$ cat config.mk
export PLATFORM = sky130hd
export DESIGN_NAME = sysctrl_gen_flat
export DESIGN_NICKNAME = d
export VERILOG_FILES = /design/src/rtl/sysctrl_pkg.sv /design/src/rtl/sysctrl_gen_if.sv /design/src/rtl/sysctrl_irq.sv /design/src/rtl/sysctrl_gen.sv /design/src/flat_wrapper.sv
export SDC_FILE = /design/constraint.sdc
export NUM_CORES = 1
export LEC_CHECK = 0
export ABC_AREA = 1
export BUFFER_PORTS_ARGS = -buffer_cell sky130_fd_sc_hd__clkbuf_2
export CAP_MARGIN = 5
export CORE_MARGIN = 2
export CORE_UTILIZATION = 44
export CTS_CLUSTER_DIAMETER = 200
export CTS_CLUSTER_SIZE = 10
export DETAILED_ROUTE_END_ITERATION = 10
export GPL_ROUTABILITY_DRIVEN = 0
export PLACE_DENSITY = 0.77
export SYNTH_ARGS = -nofsm -noshare
export SYNTH_HDL_FRONTEND = slang
export SYNTH_SLANG_ARGS = --single-unit
$ cat constraint.sdc
create_clock -name clk -period 1.46 [get_ports clk]
set_input_delay 0.146 -clock clk [delete_from_list [all_inputs] [get_ports clk]]
set_output_delay 0.146 -clock clk [all_outputs]
set_load 0.005 [all_outputs]
$ cat src/rtl/sysctrl_pkg.sv
// Shared constants for the MCU system-control block: command codes,
// status magic bytes, unmatched-id reply and frame-state saturation.
package sysctrl_pkg;

    typedef enum logic [7:0] {
        CMD_STATUS  = 8'd0,
        CMD_LEDS    = 8'd1,
        CMD_COLOR   = 8'd2,
        CMD_BUTTONS = 8'd3,
        CMD_WRITE   = 8'd4,
        CMD_IRQ     = 8'd5,
        CMD_MASK    = 8'd6,
        CMD_READ    = 8'd7
    } cmd_e;

    localparam logic [7:0] MAGIC_0   = 8'h5C;
    localparam logic [7:0] MAGIC_1   = 8'h42;
    localparam logic [7:0] NO_MATCH  = 8'hFF;
    localparam logic [3:0] STATE_SAT = 4'd15;

    function automatic logic [7:0] bit_rev8(input logic [7:0] d);
        logic [7:0] r;
        for (int i = 0; i < 8; i++) r[i] = d[7-i];
        return r;
    endfunction

endpackage

$ cat src/rtl/sysctrl_gen_if.sv
// MCU byte link: strobe/start/byte towards the block, reply byte back.
// master = MCU side, slave = sysctrl_gen.
interface sysctrl_gen_if;
    logic       data_in_strobe;
    logic       data_in_start;
    logic [7:0] data_in;
    logic [7:0] data_out;

    modport master (
        output data_in_strobe, data_in_start, data_in,
        input  data_out
    );
    modport slave (
        input  data_in_strobe, data_in_start, data_in,
        output data_out
    );
endinterface

$ cat src/rtl/sysctrl_irq.sv
// Interrupt unit: edge detect, pending/mask/coldboot, ack pulse, int_out_n.
// Ports: int_in levels, ack/mask write requests in; int_ack, status, int_out_n out.
module sysctrl_irq
    import sysctrl_pkg::*;
#(
    parameter int NUM_INT = 8
) (
    input  logic               clk,
    input  logic               reset,
    input  logic [NUM_INT-1:0] int_in,
    input  logic               ack_we,
    input  logic [NUM_INT-1:0] ack_d,
    input  logic               mask_we,
    input  logic [NUM_INT-1:0] mask_d,
    output logic [NUM_INT-1:0] int_ack,
    output logic [7:0]         status,
    output logic               int_out_n
);

    logic [NUM_INT-1:0] prev_q, pend_q, mask_q;
    logic [NUM_INT-1:0] set_v, clr_v, st_v;
    logic               cold_q;

    // bit 0 is the coldboot slot, never a real source
    always_comb begin
        set_v    = int_in & ~prev_q;
        set_v[0] = 1'b0;
        clr_v    = ack_we ? ack_d : '0;
    end

    always_ff @(posedge clk) begin
        if (reset) begin
            prev_q  <= '0;
            pend_q  <= '0;
            mask_q  <= '1;
            cold_q  <= 1'b1;
            int_ack <= '0;
        end else begin
            prev_q  <= int_in;
            // set after clear: a new edge wins over the ack
            pend_q  <= (pend_q & ~clr_v) | set_v;
            if (mask_we) mask_q <= mask_d | NUM_INT'(1);
            if (clr_v[0]) cold_q <= 1'b0;
            int_ack <= clr_v;
        end
    end

    always_comb begin
        st_v    = pend_q & mask_q;
        st_v[0] = cold_q;
        status  = 8'(st_v);
    end

    assign int_out_n = ~(cold_q | (|(pend_q & mask_q)));

endmodule

$ cat src/rtl/sysctrl_gen.sv
// MCU system controller: framed byte commands for status, leds, color,
// buttons, config variables and interrupts. Ports: clk/reset, byte link
// (bus), int_in/int_ack/int_out_n, buttons, leds, color, cfg variable bus.
module sysctrl_gen
    import sysctrl_pkg::*;
#(
    parameter logic [7:0]            CORE_ID      = 8'h05,
    parameter int                    NUM_VARS     = 16,
    parameter logic [NUM_VARS*8-1:0] VAR_IDS      = '0,
    parameter logic [NUM_VARS*8-1:0] VAR_DEFAULTS = '0,
    parameter int                    NUM_INT      = 8
) (
    input  logic                  clk,
    input  logic                  reset,
    sysctrl_gen_if.slave          bus,
    input  logic [NUM_INT-1:0]    int_in,
    output logic [NUM_INT-1:0]    int_ack,
    output logic                  int_out_n,
    input  logic [1:0]            buttons,
    output logic [1:0]            leds,
    output logic [23:0]           color,
    output logic [NUM_VARS*8-1:0] cfg
);

    logic [3:0]          state_q, state_d;
    cmd_e                cmd_q;
    logic [7:0]          id_q, dout_q, rd_val, irq_status;
    logic [NUM_VARS-1:0] hit_sel;
    logic                start_b, frame_b;

    assign start_b = bus.data_in_strobe & bus.data_in_start;
    assign frame_b = bus.data_in_strobe & ~bus.data_in_start
                   & (state_q != 4'd0);

    always_ff @(posedge clk) begin
        if (reset) state_q <= 4'd0;
        else       state_q <= state_d;
    end

    always_comb begin
        state_d = state_q;
        if (start_b)
            state_d = 4'd1;
        else if (frame_b && state_q != STATE_SAT)
            state_d = state_q + 4'd1;
    end

    // one-hot select of the lowest-index variable matching id_q
    always_comb begin
        hit_sel = '0;
        rd_val  = NO_MATCH;
        for (int k = NUM_VARS - 1; k >= 0; k--) begin
            if (VAR_IDS[8*k +: 8] == id_q) begin
                hit_sel    = '0;
                hit_sel[k] = 1'b1;
                rd_val     = cfg[8*k +: 8];
            end
        end
    end

    always_ff @(posedge clk) begin
        if (reset) begin
            cmd_q  <= CMD_STATUS;
            id_q   <= 8'h00;
            dout_q <= 8'h00;
            leds   <= 2'b00;
            color  <= 24'h0;
            cfg    <= VAR_DEFAULTS;
        end else if (start_b) begin
            cmd_q <= cmd_e'(bus.data_in);
        end else if (frame_b) begin
            case (cmd_q)
                CMD_STATUS: begin
                    case (state_q)
                        4'd1:    dout_q <= MAGIC_0;
                        4'd2:    dout_q <= MAGIC_1;
                        4'd3:    dout_q <= CORE_ID;
                        4'd4:    dout_q <= 8'(NUM_VARS);
                        default: dout_q <= 8'h00;
                    endcase
                end
                CMD_LEDS:
                    if (state_q == 4'd1) leds <= bus.data_in[1:0];
                CMD_COLOR: begin
                    case (state_q)
                        4'd1:    color[15:8]  <= bit_rev8(bus.data_in);
                        4'd2:    color[7:0]   <= bit_rev8(bus.data_in);
                        4'd3:    color[23:16] <= bit_rev8(bus.data_in);
                        default: ;
                    endcase
                end
                CMD_BUTTONS:
                    dout_q <= {6'b0, buttons};
                CMD_WRITE: begin
                    if (state_q == 4'd1) id_q <= bus.data_in;
                    if (state_q == 4'd2)
                        for (int k = 0; k < NUM_VARS; k++)
                            if (hit_sel[k]) cfg[8*k +: 8] <= bus.data_in;
                end
                CMD_IRQ:
                    dout_q <= irq_status;
                CMD_READ: begin
                    if (state_q == 4'd1) id_q   <= bus.data_in;
                    if (state_q == 4'd2) dout_q <= rd_val;
                end
                default: ;
            endcase
        end
    end

    assign bus.data_out = dout_q;

    sysctrl_irq #(.NUM_INT(NUM_INT)) u_irq (
        .clk       (clk),
        .reset     (reset),
        .int_in    (int_in),
        .ack_we    (frame_b && cmd_q == CMD_IRQ && state_q == 4'd1),
        .ack_d     (bus.data_in[NUM_INT-1:0]),
        .mask_we   (frame_b && cmd_q == CMD_MASK && state_q == 4'd1),
        .mask_d    (bus.data_in[NUM_INT-1:0]),
        .int_ack   (int_ack),
        .status    (irq_status),
        .int_out_n (int_out_n)
    );

endmodule
$ cat src/flat_wrapper.sv
// flat-port wrapper written by rule: the top's interface ports become plain ports
module sysctrl_gen_flat import sysctrl_pkg::*;
#(
    parameter logic [7:0]            CORE_ID      = 8'h05,
    parameter int                    NUM_VARS     = 16,
    parameter logic [NUM_VARS*8-1:0] VAR_IDS      = '0,
    parameter logic [NUM_VARS*8-1:0] VAR_DEFAULTS = '0,
    parameter int                    NUM_INT      = 8
)
  (clk, reset, int_in, int_ack, int_out_n, buttons, leds, color, cfg, bus_data_in_strobe, bus_data_in_start, bus_data_in, bus_data_out);
  sysctrl_gen_if bus_i ();
  input  logic clk;
  input  logic reset;
  input  logic [NUM_INT-1:0] int_in;
  output logic [NUM_INT-1:0] int_ack;
  output logic int_out_n;
  input  logic [1:0] buttons;
  output logic [1:0] leds;
  output logic [23:0] color;
  output logic [NUM_VARS*8-1:0] cfg;
  input wire logic [$bits(bus_i.data_in_strobe)-1:0] bus_data_in_strobe;
  input wire logic [$bits(bus_i.data_in_start)-1:0] bus_data_in_start;
  input wire logic [$bits(bus_i.data_in)-1:0] bus_data_in;
  output wire logic [$bits(bus_i.data_out)-1:0] bus_data_out;
  assign bus_i.data_in_strobe = bus_data_in_strobe;
  assign bus_i.data_in_start = bus_data_in_start;
  assign bus_i.data_in = bus_data_in;
  assign bus_data_out = bus_i.data_out;
  sysctrl_gen #(.CORE_ID(CORE_ID), .NUM_VARS(NUM_VARS), .VAR_IDS(VAR_IDS), .VAR_DEFAULTS(VAR_DEFAULTS), .NUM_INT(NUM_INT)) u_core (.clk(clk), .reset(reset), .bus(bus_i), .int_in(int_in), .int_ack(int_ack), .int_out_n(int_out_n), .buttons(buttons), .leds(leds), .color(color), .cfg(cfg));
endmodule
==> out/results.md, run 1 <==
| Metric | This run |
|:---|:---|
| Most used flip-flop cell after synthesis | dfxtp_1 |
| Number of unique standard cell types used by synthesis | 29 |
| Number of enable-type register cells in the synthesized netlist | 0 |
| Area grow syn2layout | 19.7% |
| Number of global-route vias before repair | 3,469 |
| TritonCTS buffer count | 9 |
| Number of remaining DRC errors | 0 |
| H-tree depth reported by CTS | 3 |
| Post-Route Hold Slack | 0.0799 ns |
| Number of max-capacitance violations reported | 0 |
| Die height | 109 µm |
| Overall via count from detail_route | 4,146 |
| Number of placed instances with taps included | 899 |
| Starting Density | 44.7% |
| Half-perimeter wire length of the detailed placement result | 7.65 mm |
| Drt via density | 4.45 |
| Total of endpoints with negative setup slack in the final report | 47 |
| Final number of hold-violating endpoints | 0 |
| Post-synthesis cell type with the largest combined area | dfxtp_1 |
| Synth Register Bits | 93 |
| Final Worst Setup Slack | -0.0440 ns |
| Final cell count without fillers | 931 |
| Number of antenna cells inserted | 0 |
| Total clock sinks | 93 |
| Top library cells by usage in the layout, fill and taps aside | conb_1 (120), nor2_1 (106), nand2_1 (104) |
| Insertion delay to the later sink of the worst-skew pair | 0.38 ns |
| Leak | 0.00298 µW |
| Core Footprint | 0.0108 mm² |
| Cell Pwr Density | 862 mW/mm² |
| Number of routed nets with antenna violations | 0 |
| Die Width | 109 µm |
| Final period demand of the worst path | 1.50 ns |
| Largest net degree at the start of global routing | 68 |
| Crit path launch type | flop |
| Setup slack at placement | -0.0688 ns |
| Number of filler cells placed in the layout | 1,034 |
| Post-place instance area | 0.00510 mm² |
| Sequential cell area fraction in the yosys report | 38.5% |
| Most common cell after layout, fill and taps aside | conb_1 |
| TritonCTS clock tree | built |
| Arrival time worst endpoint | 1.79 ns |
| Main area contributors after synthesis | dfxtp_1 (39%), buf_4 (19%), nand2_1 (9.5%) |
| Reg clk slew, reported paths | 0.11 ns |
| First-pass GRT wire length | 16.8 mm |
| Die Area | 0.0118 mm² |
| Average detailed-routed wire length per instance | 11.9 µm |
| Global router's overall resource usage | 18.2% |
| Antenna violations before repair | 0 |
| Largest voltage drop on the vdd net | 0.562 mV |
| Worst setup path class | reg -> reg |
| Achievable frequency | 0.665 GHz |
| Synthesis Warnings | 0 |
| Share of flip-flops with an asynchronous set or reset | 0% |
| Fin. max-slew vios | 0 |
| Fraction of final layout cells with drive strength greater than 1 | 26.8% |
| Worst min-delay path class | in -> reg |
| Period utilization | 103% |
| Detailed router's first-iteration violation count | 226 |
| Post-Synthesis Mean Instance Area | 7.17 µm² |
| Post-route standard cell area excluding fillers | 0.00578 mm² |
| Synth top area share | 38.5% |
| Clock Skews | 0.0160 ns |
| Unrepaired setup endpoints after global routing | true |
| Post-synthesis instance area | 0.00483 mm² |
| Total I/O pin count | 193 |
| Failing checks | negative setup slack |
| Final Net Count | 812 |
| Post-detailed-routing wire length | 11.1 mm |
| Post-synthesis instance total | 674 |
| Largest fanout of any net on the critical path | 8 |
| Required time worst endpoint | 1.74 ns |
| Core Rows | 38 |
| Number of buffers between clock root and the deepest sink | 2 |
| Cell at the root of the clock tree | clkbuf_8 |
| Status | finished with violations |
| IO buf count | 71 |
| Capturing element type of the critical path | flop |
| Detailed-router iteration count before antenna repair | 5 |
| Global-route congestion overflow total | 0 |
## where the power goes
| group | internal, µW | switching, µW | total [µW] |
|---|---|---|---|
| clock | 674 | 1050 | 1720 |
| sequential | 2590 | 38.6 | 2630 |
| combinational | 216 | 413 | 629 |
## layout make-up
class	count	area (µm²)	area share [%]
clock buffers	9	124	2.14
clock inverters	7	78.8	1.36
inverters	67	259	4.48
multi-input cells	500	2490	43.2
flip-flops and latches	93	1870	32.4
well taps	140	175	3.03
repair buffers	115	776	13.4
## logic make-up after synthesis
kind of cell	share of synthesized area, %
compound gates	10.1
xor+xnor	0.363
fa+ha+maj	1.04
buf+inv	25.6
flops	38.5
other cells	0.0776
simple gates	24.3
## timing repair
item	4_1_cts	5_1_grt
pin swaps	8	26
hold buffers	7	0
setup endpoints to repair	56	76
gates resized for setup	33	66
buffers inserted	2	5
hold endpoints to repair	7	0
gates cloned	1	1
## cell usage after synthesis (2+ instances only)
cell type / number
nor2_2: 3
o22ai_1: 2
nand2_1: 122
o21ai_1: 18
o21ai_0: 31
nand4_1: 2
buf_2: 3
nand2_2: 6
xor2_1: 2
inv_1: 64
ha_1: 4
a21oi_1: 31
nand3_1: 8
nand2_4: 2
o211ai_1: 7
dfxtp_1: 93
buf_6: 3
nor3_1: 12
inv_2: 3
nor3_2: 2
nor2_1: 120
clkbuf_1: 9
nand3_2: 2
buf_4: 120
## per-layer routing
layer	GRT usage, %	wire, µm	up-vias
met3	4.00	637	23
li1	-	-	2089
met2	29.8	5370	162
met4	5.86	204	0
met5	0	0	-
met1	23.9	4880	1872
## worst max-delay path, stage by stage (launching register included)
cell and delay (ns):
dfxtp_2 0.37, inv_2 0.06, ha_4 0.17, a21oi_4 0.22, buf_4 0.17, nand3_1 0.07, buf_4 0.18, nor2_1 0.11
nor2_1 0.06
## state kept, by name, summed over array words and instances, names as in the netlist, 8 cells and up
| register | count |
|---|---|
| u_core.color | 24 |
| u_core.bus.data_out | 8 |
| u_core.cfg | 8 |
| u_core.cmd_q | 8 |
| u_core.id_q | 8 |
| u_core.u_irq.int_ack | 8 |
| u_core.u_irq.pend_q | 8 |
## final timing paths
path                                     startpoint                                end  slack, ns  depth (start not counted)
setup / recovery     u_core.state_q[0]$_SDFFE_PP0P_       u_core.color[8]$_SDFFE_PP0P_      -0.04                          8
hold / removal                       bus_data_in[7]       u_core.color[0]$_SDFFE_PP0P_       0.08                          3
setup reg to reg     u_core.state_q[0]$_SDFFE_PP0P_       u_core.color[8]$_SDFFE_PP0P_      -0.04                          8
hold reg to reg   u_core.u_irq.pend_q[0]$_SDFF_PP0_  u_core.u_irq.pend_q[0]$_SDFF_PP0_       0.45                          2
## stage by stage
stage | power (µW) | setup TNS [ns] | util (%)
after floorplan | 3220 | 0 | -
after global placement | 3160 | -0.480 | 47.3
after detailed placement | 3170 | -1.94 | 47.3
after CTS | 4930 | -0.0947 | 51.1
after global routing | 5200 | -7.22 | 53.6
final | 4980 | -1.02 | 53.6
(Power assumes the default switching activity.)
==> run 2: changes to the inputs <==
--- a/config.mk
+++ b/config.mk
@@ -8,7 +8,6 @@
 export ABC_AREA = 1
 export BUFFER_PORTS_ARGS = -buffer_cell sky130_fd_sc_hd__clkbuf_2
 export CAP_MARGIN = 5
-export CORE_MARGIN = 2
 export CORE_UTILIZATION = 44
 export CTS_CLUSTER_DIAMETER = 200
 export CTS_CLUSTER_SIZE = 10
==> run 2 against run 1 <==
Effect of this change:
- the flow still finishes with violations (negative setup slack)
- flip-flop and latch count unchanged
- non-clock buffer count up 1
- combinational power down 2%
- largest cell class unchanged
- register-to-register slack worse by 0.07 ns
==> out/results.md, run 2 (synthesis gave the netlist of run 1 again) <==
| Metric | This run | Delta |
|:---|:---|:---|
| Largest net degree at the start of global routing | 33 | -51% |
| Die height | 107 µm | -1.8% |
| Number of flip-flops in the largest register | 24 | unchanged |
| Final Worst Setup Slack | -0.114 ns | -0.0701 ns |
| Flip-flop and latch area | 0.00187 mm² | -0.20% |
| Final cell count without fillers | 927 | -0.43% |
| Achievable frequency | 0.635 GHz | -4.5% |
| Cell at the root of the clock tree | clkbuf_8 |  |
| Final number of hold-violating endpoints | 0 | unchanged |
| Antenna violations before repair | 0 | unchanged |
| Hold wc startpoint | bus_data_in[7] |  |
| Starting Density | 46.2% | +1.4 points |
| Global-route congestion overflow total | 0 | unchanged |
| Die Area | 0.0114 mm² | -3.6% |
| First-pass GRT wire length | 17.2 mm | +2.5% |
| Area grow syn2layout | 19.7% | about the same |
| Unrepaired setup endpoints after global routing | true |  |
| Period utilization | 108% | +4.8 points |
| Worst setup path class | reg -> reg |  |
| Total area of multi-input combinational cells | 0.00252 mm² | +0.85% |
| Number of placed instances with taps included | 898 | -0.11% |
| Fraction of final layout cells with drive strength greater than 1 | 27.3% | +0.51 points |
| Destination of the worst register-to-register timing path | u_core.id_q[1]$_SDFFE_PP0P_ |  |
| Total I/O pin count | 193 | unchanged |
| Final period demand of the worst path | 1.57 ns | +0.0701 ns |
| Launch instance of the worst register-to-register path | u_core.state_q[0]$_SDFFE_PP0P_ |  |
| Number of remaining DRC errors | 0 | unchanged |
| IO buf count | 71 | unchanged |
| Drt via density | 4.47 | +0.36% |
| Core Footprint | 0.0105 mm² | -3.1% |
| Capturing element type of the critical path | flop |  |
| Number of buffers between clock root and the deepest sink | 2 | unchanged |
| Largest Register | u_core.color |  |
| Crit path launch type | flop |  |
| TritonCTS clock tree | built |  |
| Largest voltage drop on the vdd net | 0.713 mV | +27% |
| TritonCTS buffer count | 9 | unchanged |
| Detailed router's first-iteration violation count | 209 | -7.5% |
| Largest fanout of any net on the critical path | 8 | unchanged |
| Setup slack at placement | -0.119 ns | -0.0501 ns |
| Die Width | 107 µm | -1.8% |
| Number of antenna cells inserted | 0 | unchanged |
| Failing checks | negative setup slack |  |
| Number of routed nets with antenna violations | 0 | unchanged |
| Number of max-capacitance violations reported | 0 | unchanged |
| Total of endpoints with negative setup slack in the final report | 48 | +2.1% |
| Final Net Count | 813 | +0.12% |
| Worst min-delay path class | in -> reg |  |
| Most common cell after layout, fill and taps aside | conb_1 |  |
| Top library cells by usage in the layout, fill and taps aside | conb_1 (120), nor2_1 (111), nand2_1 (104) |  |
| Average detailed-routed wire length per instance | 12.0 µm | +0.36% |
| Total clock sinks | 93 | unchanged |
| Clock Skews | 0.0100 ns | -0.00592 ns |
| Insertion delay to the later sink of the worst-skew pair | 0.37 ns | about the same |
| Cell Pwr Density | 875 mW/mm² | +1.5% |
| Required time worst endpoint | 1.73 ns | about the same |
| Core Rows | 37 | -2.6% |
| Critical path launch point | u_core.state_q[0]$_SDFFE_PP0P_ |  |
| Post-detailed-routing wire length | 11.1 mm | about the same |
| Global router's overall resource usage | 19.2% | +1.0 points |
| Endpoint of the worst hold path | u_core.color[0]$_SDFFE_PP0P_ |  |
| Fin. max-slew vios | 0 | unchanged |
| Arrival time worst endpoint | 1.84 ns | +0.05 ns |
| Overall via count from detail_route | 4,143 | -0.072% |
| Hold depth | 3 | unchanged |
| Leak | 0.00299 µW | +0.34% |
| Number of global-route vias before repair | 3,640 | +4.9% |
| R2R cell count | 9 | +1 |
| Status | finished with violations |  |
| R2R Setup Slk | -0.11 ns | -0.07 ns |
| H-tree depth reported by CTS | 3 | unchanged |
| Number of filler cells placed in the layout | 1,001 | -3.2% |
| Reg clk slew, reported paths | 0.10 ns | about the same |
| Half-perimeter wire length of the detailed placement result | 7.58 mm | -1.0% |
| Detailed-router iteration count before antenna repair | 5 | unchanged |
[run 2: changes by cell type in the layout (fill, tap and decap cells not counted), moves of 3 or more]
cell | before | now
a21oi_1 | 31 | 27
a21oi_2 | 0 | 4
dfxtp_1 | 84 | 87
dfxtp_2 | 9 | 6
nor2_1 | 106 | 111
nor2_2 | 12 | 9
o21ai_0 | 23 | 17
o21ai_2 | 11 | 18
[run 2: repair_timing]
action                     in CTS  in global routing
hold buffers                    7                  0
hold endpoints to repair        7                  0
setup buffers                   3                  2
pin swaps                      10                 19
gates cloned                    2                  0
gates resized for setup        44                 63
setup endpoints to repair      53                 71
[run 2: worst max path at each step]
stage	end	depth (start not counted)
2_1_floorplan	u_core.u_irq.pend_q[1]$_SDFF_PP0_	9
3_3_place_gp	u_core.color[3]$_SDFFE_PP0P_	9
3_5_place_dp	u_core.id_q[0]$_SDFFE_PP0P_	9
4_1_cts	u_core.leds[0]$_SDFFE_PP0P_	9
5_1_grt	u_core.id_q[1]$_SDFFE_PP0P_	9
6_report	u_core.id_q[1]$_SDFFE_PP0P_	9
[run 2: metrics by stage]
step	cell area (µm²)	utilization, %	hold slack [ns]	power (µW)	TNS [ns]
final	5780	55.3	0.0774	5060	-1.51
after global routing	5780	55.3	0.118	5250	-6.73
after detailed placement	5110	48.8	0.364	3180	-2.47
after CTS	5570	53.3	0.0755	5020	-0.764
after global placement	5110	48.8	0.360	3170	-1.05
after floorplan	5290	-	0.265	3220	0
[run 2: per-layer routing]
layer	vias up	share of wire, %	global-route usage (%)
met4	0	1.6	8.51
li1	2088	-	-
met2	169	48	32.1
met1	1869	44	24.2
met3	17	6.0	3.40
met5	-	0	0
[run 2: final cells by class]
type                    instances  share of cell area (%)
repair buffers                116                    13.2
multi-input cells             500                    43.5
well taps                     136                    2.94
inverters                      67                    4.48
clock buffers                  11                    2.62
flip-flops and latches         93                    32.3
clock inverters                 4                   0.952
[run 2: power by group]
group          internal, µW  switching, µW  leakage, µW
Sequential             2590           37.2     0.000757
Combinational           211            406      0.00214
Clock                   885            928     0.000102
Total                  3690           1370      0.00299
[run 2: worst max-delay path, stage by stage (launching register included)]
cell and delay, ns:
dfxtp_2 0.36, inv_2 0.06, ha_4 0.18, a21oi_4 0.22
nand2_4 0.12, inv_6 0.10, buf_6 0.13, nand2_8 0.08
o21ai_4 0.15, nor2_1 0.08
==> run 3: changes to the inputs <==
--- a/config.mk
+++ b/config.mk
@@ -13,7 +13,8 @@
 export CTS_CLUSTER_SIZE = 10
 export DETAILED_ROUTE_END_ITERATION = 10
 export GPL_ROUTABILITY_DRIVEN = 0
-export PLACE_DENSITY = 0.77
+export GPL_TIMING_DRIVEN = 0
+export PLACE_DENSITY = 0.88
 export SYNTH_ARGS = -nofsm -noshare
 export SYNTH_HDL_FRONTEND = slang
 export SYNTH_SLANG_ARGS = --single-unit
==> constraint.sdc (replaced) <==
create_clock -name clk -period 1.46 [get_ports clk]
set_input_delay 0.146 -clock clk [delete_from_list [all_inputs] [get_ports clk]]
set_output_delay 0.146 -clock clk [all_outputs]
set_load 0.01 [all_outputs]
==> run 3 against run 2 <==
Effect of this change:
- the flow still finishes with violations (negative setup slack)
- register-to-register slack got worse by 0.24 ns
- wire length rose by 57%
- flip-flop and latch count did not move
- core utilization is 10 points higher
- setup slack got worse by 0.24 ns
- sequential share of layout area is 4.8 points lower
- clock power barely moved
- critical endpoint is now u_core.cfg[7]$_SDFFE_PP0P_
- largest cell class unchanged
- largest power group unchanged
==> out/results.md, run 3 (synthesis gave the netlist of run 1 again) <==
| Metric | This run | Delta |
|:---|:---|:---|
| Insertion delay to the later sink of the worst-skew pair | 0.39 ns | +0.02 ns |
| Post-Route Hold Slack | 0.104 ns | +0.0265 ns |
| Number of routed nets with antenna violations | 0 | unchanged |
| Overall power consumption | 5520 µW | +9.0% |
| Unrepaired setup endpoints after global routing | true |  |
| Number of global-route vias before repair | 4,366 | +20% |
| Global-route congestion overflow total | 0 | unchanged |
| Normalized max-slew margin | 57.4% |  |
| Number of buffers between clock root and the deepest sink | 2 | unchanged |
| Destination of the worst register-to-register timing path | u_core.cfg[7]$_SDFFE_PP0P_ |  |
| Die Width | 107 µm | unchanged |
| Number of antenna cells inserted | 0 | unchanged |
| Largest fanout of any net on the critical path | 7 | -1 |
| Number of remaining DRC errors | 0 | unchanged |
| Top library cells by usage in the layout, fill and taps aside | buf_4 (150), conb_1 (120), nand2_1 (104) |  |
| Total of endpoints with negative setup slack in the final report | 69 | +44% |
| Total I/O pin count | 193 | unchanged |
| Number of placed instances with taps included | 999 | +11% |
| Most used cell, CP | nor2_1 |  |
| Area grow syn2layout | 41.9% |  |
| Die Area | 0.0114 mm² | unchanged |
| TritonCTS buffer count | 9 | unchanged |
| Final Net Count | 943 | +16% |
| Worst min-delay path class | in -> reg |  |
| Reg clk slew, reported paths | 0.10 ns | about the same |
| First-pass GRT wire length | 21.2 mm | +23% |
| Largest voltage drop on the vdd net | 0.477 mV | -33% |
| Sequence of cells on the critical path | nor2_2, nand2_2, nor2_4, nand4_4, buf_6, nor2_1, nor2_1 |  |
| Capturing element type of the critical path | flop |  |
| Final cell count without fillers | 1,058 | +14% |
| Failing checks | negative setup slack |  |
| Critical path's slowest cell | dfxtp_1 |  |
| H-tree depth reported by CTS | 3 | unchanged |
| Largest Register | u_core.color |  |
| TritonCTS clock tree | built |  |
| R2R cell count | 7 | -2 |
| Half-perimeter wire length of the detailed placement result | 8.49 mm | +12% |
| Starting Density | 46.2% | unchanged |
| Final core area utilization | 65.5% | +10 points |
| Final Worst Setup Slack | -0.359 ns | -0.245 ns |
| Overall via count from detail_route | 5,407 | +31% |
| Leak | 0.00372 µW | +24% |
| Total area of multi-input combinational cells | 0.00261 mm² | +3.8% |
| Number of max-capacitance violations reported | 0 | unchanged |
| Launch instance of the worst register-to-register path | u_core.id_q[2]$_SDFFE_PP0P_ |  |
| IO buf count | 70 | -1.4% |
| Achievable frequency | 0.550 GHz | -13% |
| Cell at the root of the clock tree | clkbuf_8 |  |
| Final period demand of the worst path | 1.82 ns | +0.245 ns |
| Worst setup path class | reg -> reg |  |
| Status | finished with violations |  |
| Detailed router's first-iteration violation count | 740 | +250% |
| Average detailed-routed wire length per instance | 16.4 µm | +37% |
| Largest net degree at the start of global routing | 17 | -48% |
| Flip-flop and latch area | 0.00189 mm² | +1.0% |
| Core Rows | 37 | unchanged |
| Number of flip-flops in the largest register | 24 | unchanged |
| Fin. max-slew vios | 0 | unchanged |
| Required time worst endpoint | 1.73 ns | about the same |
| Crit path launch type | flop |  |
| Final number of hold-violating endpoints | 0 | unchanged |
| Largest stage delay on the critical path | 0.37 ns | about the same |
| Antenna violations before repair | 0 | unchanged |
| Worst setup endpoint | u_core.cfg[7]$_SDFFE_PP0P_ |  |
| Arrival time worst endpoint | 2.08 ns | +0.24 ns |
| Detailed-router iteration count before antenna repair | 7 | +2 |
| Number of filler cells placed in the layout | 758 | -24% |
| Clock Skews | 0.0240 ns | +0.0139 ns |
| Die height | 107 µm | unchanged |
| R2R Setup Slk | -0.36 ns | -0.24 ns |
| Drt via density | 5.11 | +14% |
| Cell Pwr Density | 805 mW/mm² | -8.0% |
| Total clock sinks | 93 | unchanged |
| Global router's overall resource usage | 23.8% | +4.5 points |
| Most common cell after layout, fill and taps aside | buf_4 |  |
| Period utilization | 125% | +17 points |
| Post-detailed-routing wire length | 17.4 mm | +57% |
| Critical path launch point | u_core.id_q[2]$_SDFFE_PP0P_ |  |
| Setup_tns | -8.73 ns | -7.22 ns |
| Fraction of final layout cells with drive strength greater than 1 | 38.4% | +11 points |
| Core Footprint | 0.0105 mm² | unchanged |
| Worst-Margin Slew | 0.638 ns |  |
[run 3: area by class of cell]
type,count,share of cell area [%]
tap,136,2.48
sequential,93,27.6
inverter,67,3.93
clock buffer,10,1.86
timing repair buffer,112,10.5
buffer,135,14.6
multi-input combinational,499,38.1
clock inverter,6,1.00
[run 3: through the flow]
step | instance area (µm²) | worst slack, ns
finish | 6850 | -0.359
global route | 6850 | -0.387
CTS | 6470 | -0.0182
detailed placement | 5810 | -0.196
global placement | 5810 | -0.178
floorplan | 5290 | 0.0108
[run 3: worst min path at each step]
stage | start | end | cells after the start
after global placement | int_in[4] | u_core.u_irq.prev_q[4]$_SDFF_PP0_ | 3
final | bus_data_in[6] | u_core.id_q[6]$_SDFFE_PP0P_ | 3
after global routing | bus_data_in[6] | u_core.id_q[6]$_SDFFE_PP0P_ | 3
after detailed placement | int_in[5] | u_core.u_irq.prev_q[5]$_SDFF_PP0_ | 3
after CTS | bus_data_in[6] | u_core.cfg[6]$_SDFFE_PP0P_ | 3
after floorplan | int_in[1] | u_core.u_irq.prev_q[1]$_SDFF_PP0_ | 2
[run 3: per-layer routing]
metal,up-vias,GRT usage (%),routed length [µm]
li1,2346,-,-
met1,2349,27.9,5920
met2,549,39.6,8000
met3,163,5.35,2100
met4,0,13.9,1360
met5,-,0,0
[run 3: power breakdown]
group	switching (µW)	internal, µW	total [µW]
combinational	624	433	1060
sequential	52.4	2590	2640
clock	1010	806	1820
total	1690	3830	5520
[run 3: timing repair]
item	4_1_cts	5_1_grt
pin swaps	14	24
cloned	3	0
endpoints found under the hold margin	7	0
endpoints found under the setup margin	70	77
setup buffers	20	13
gates resized for setup	64	90
hold buffers	7	0
[run 3: worst max-delay path: cells and delay by family, from the launching register on]
| kind | cells | cell delay [ns] |
|---|---|---|
| AND/OR/NAND/NOR | 6 | 1.15 |
| flip-flops | 1 | 0.37 |
| buffers and inverters | 1 | 0.18 |
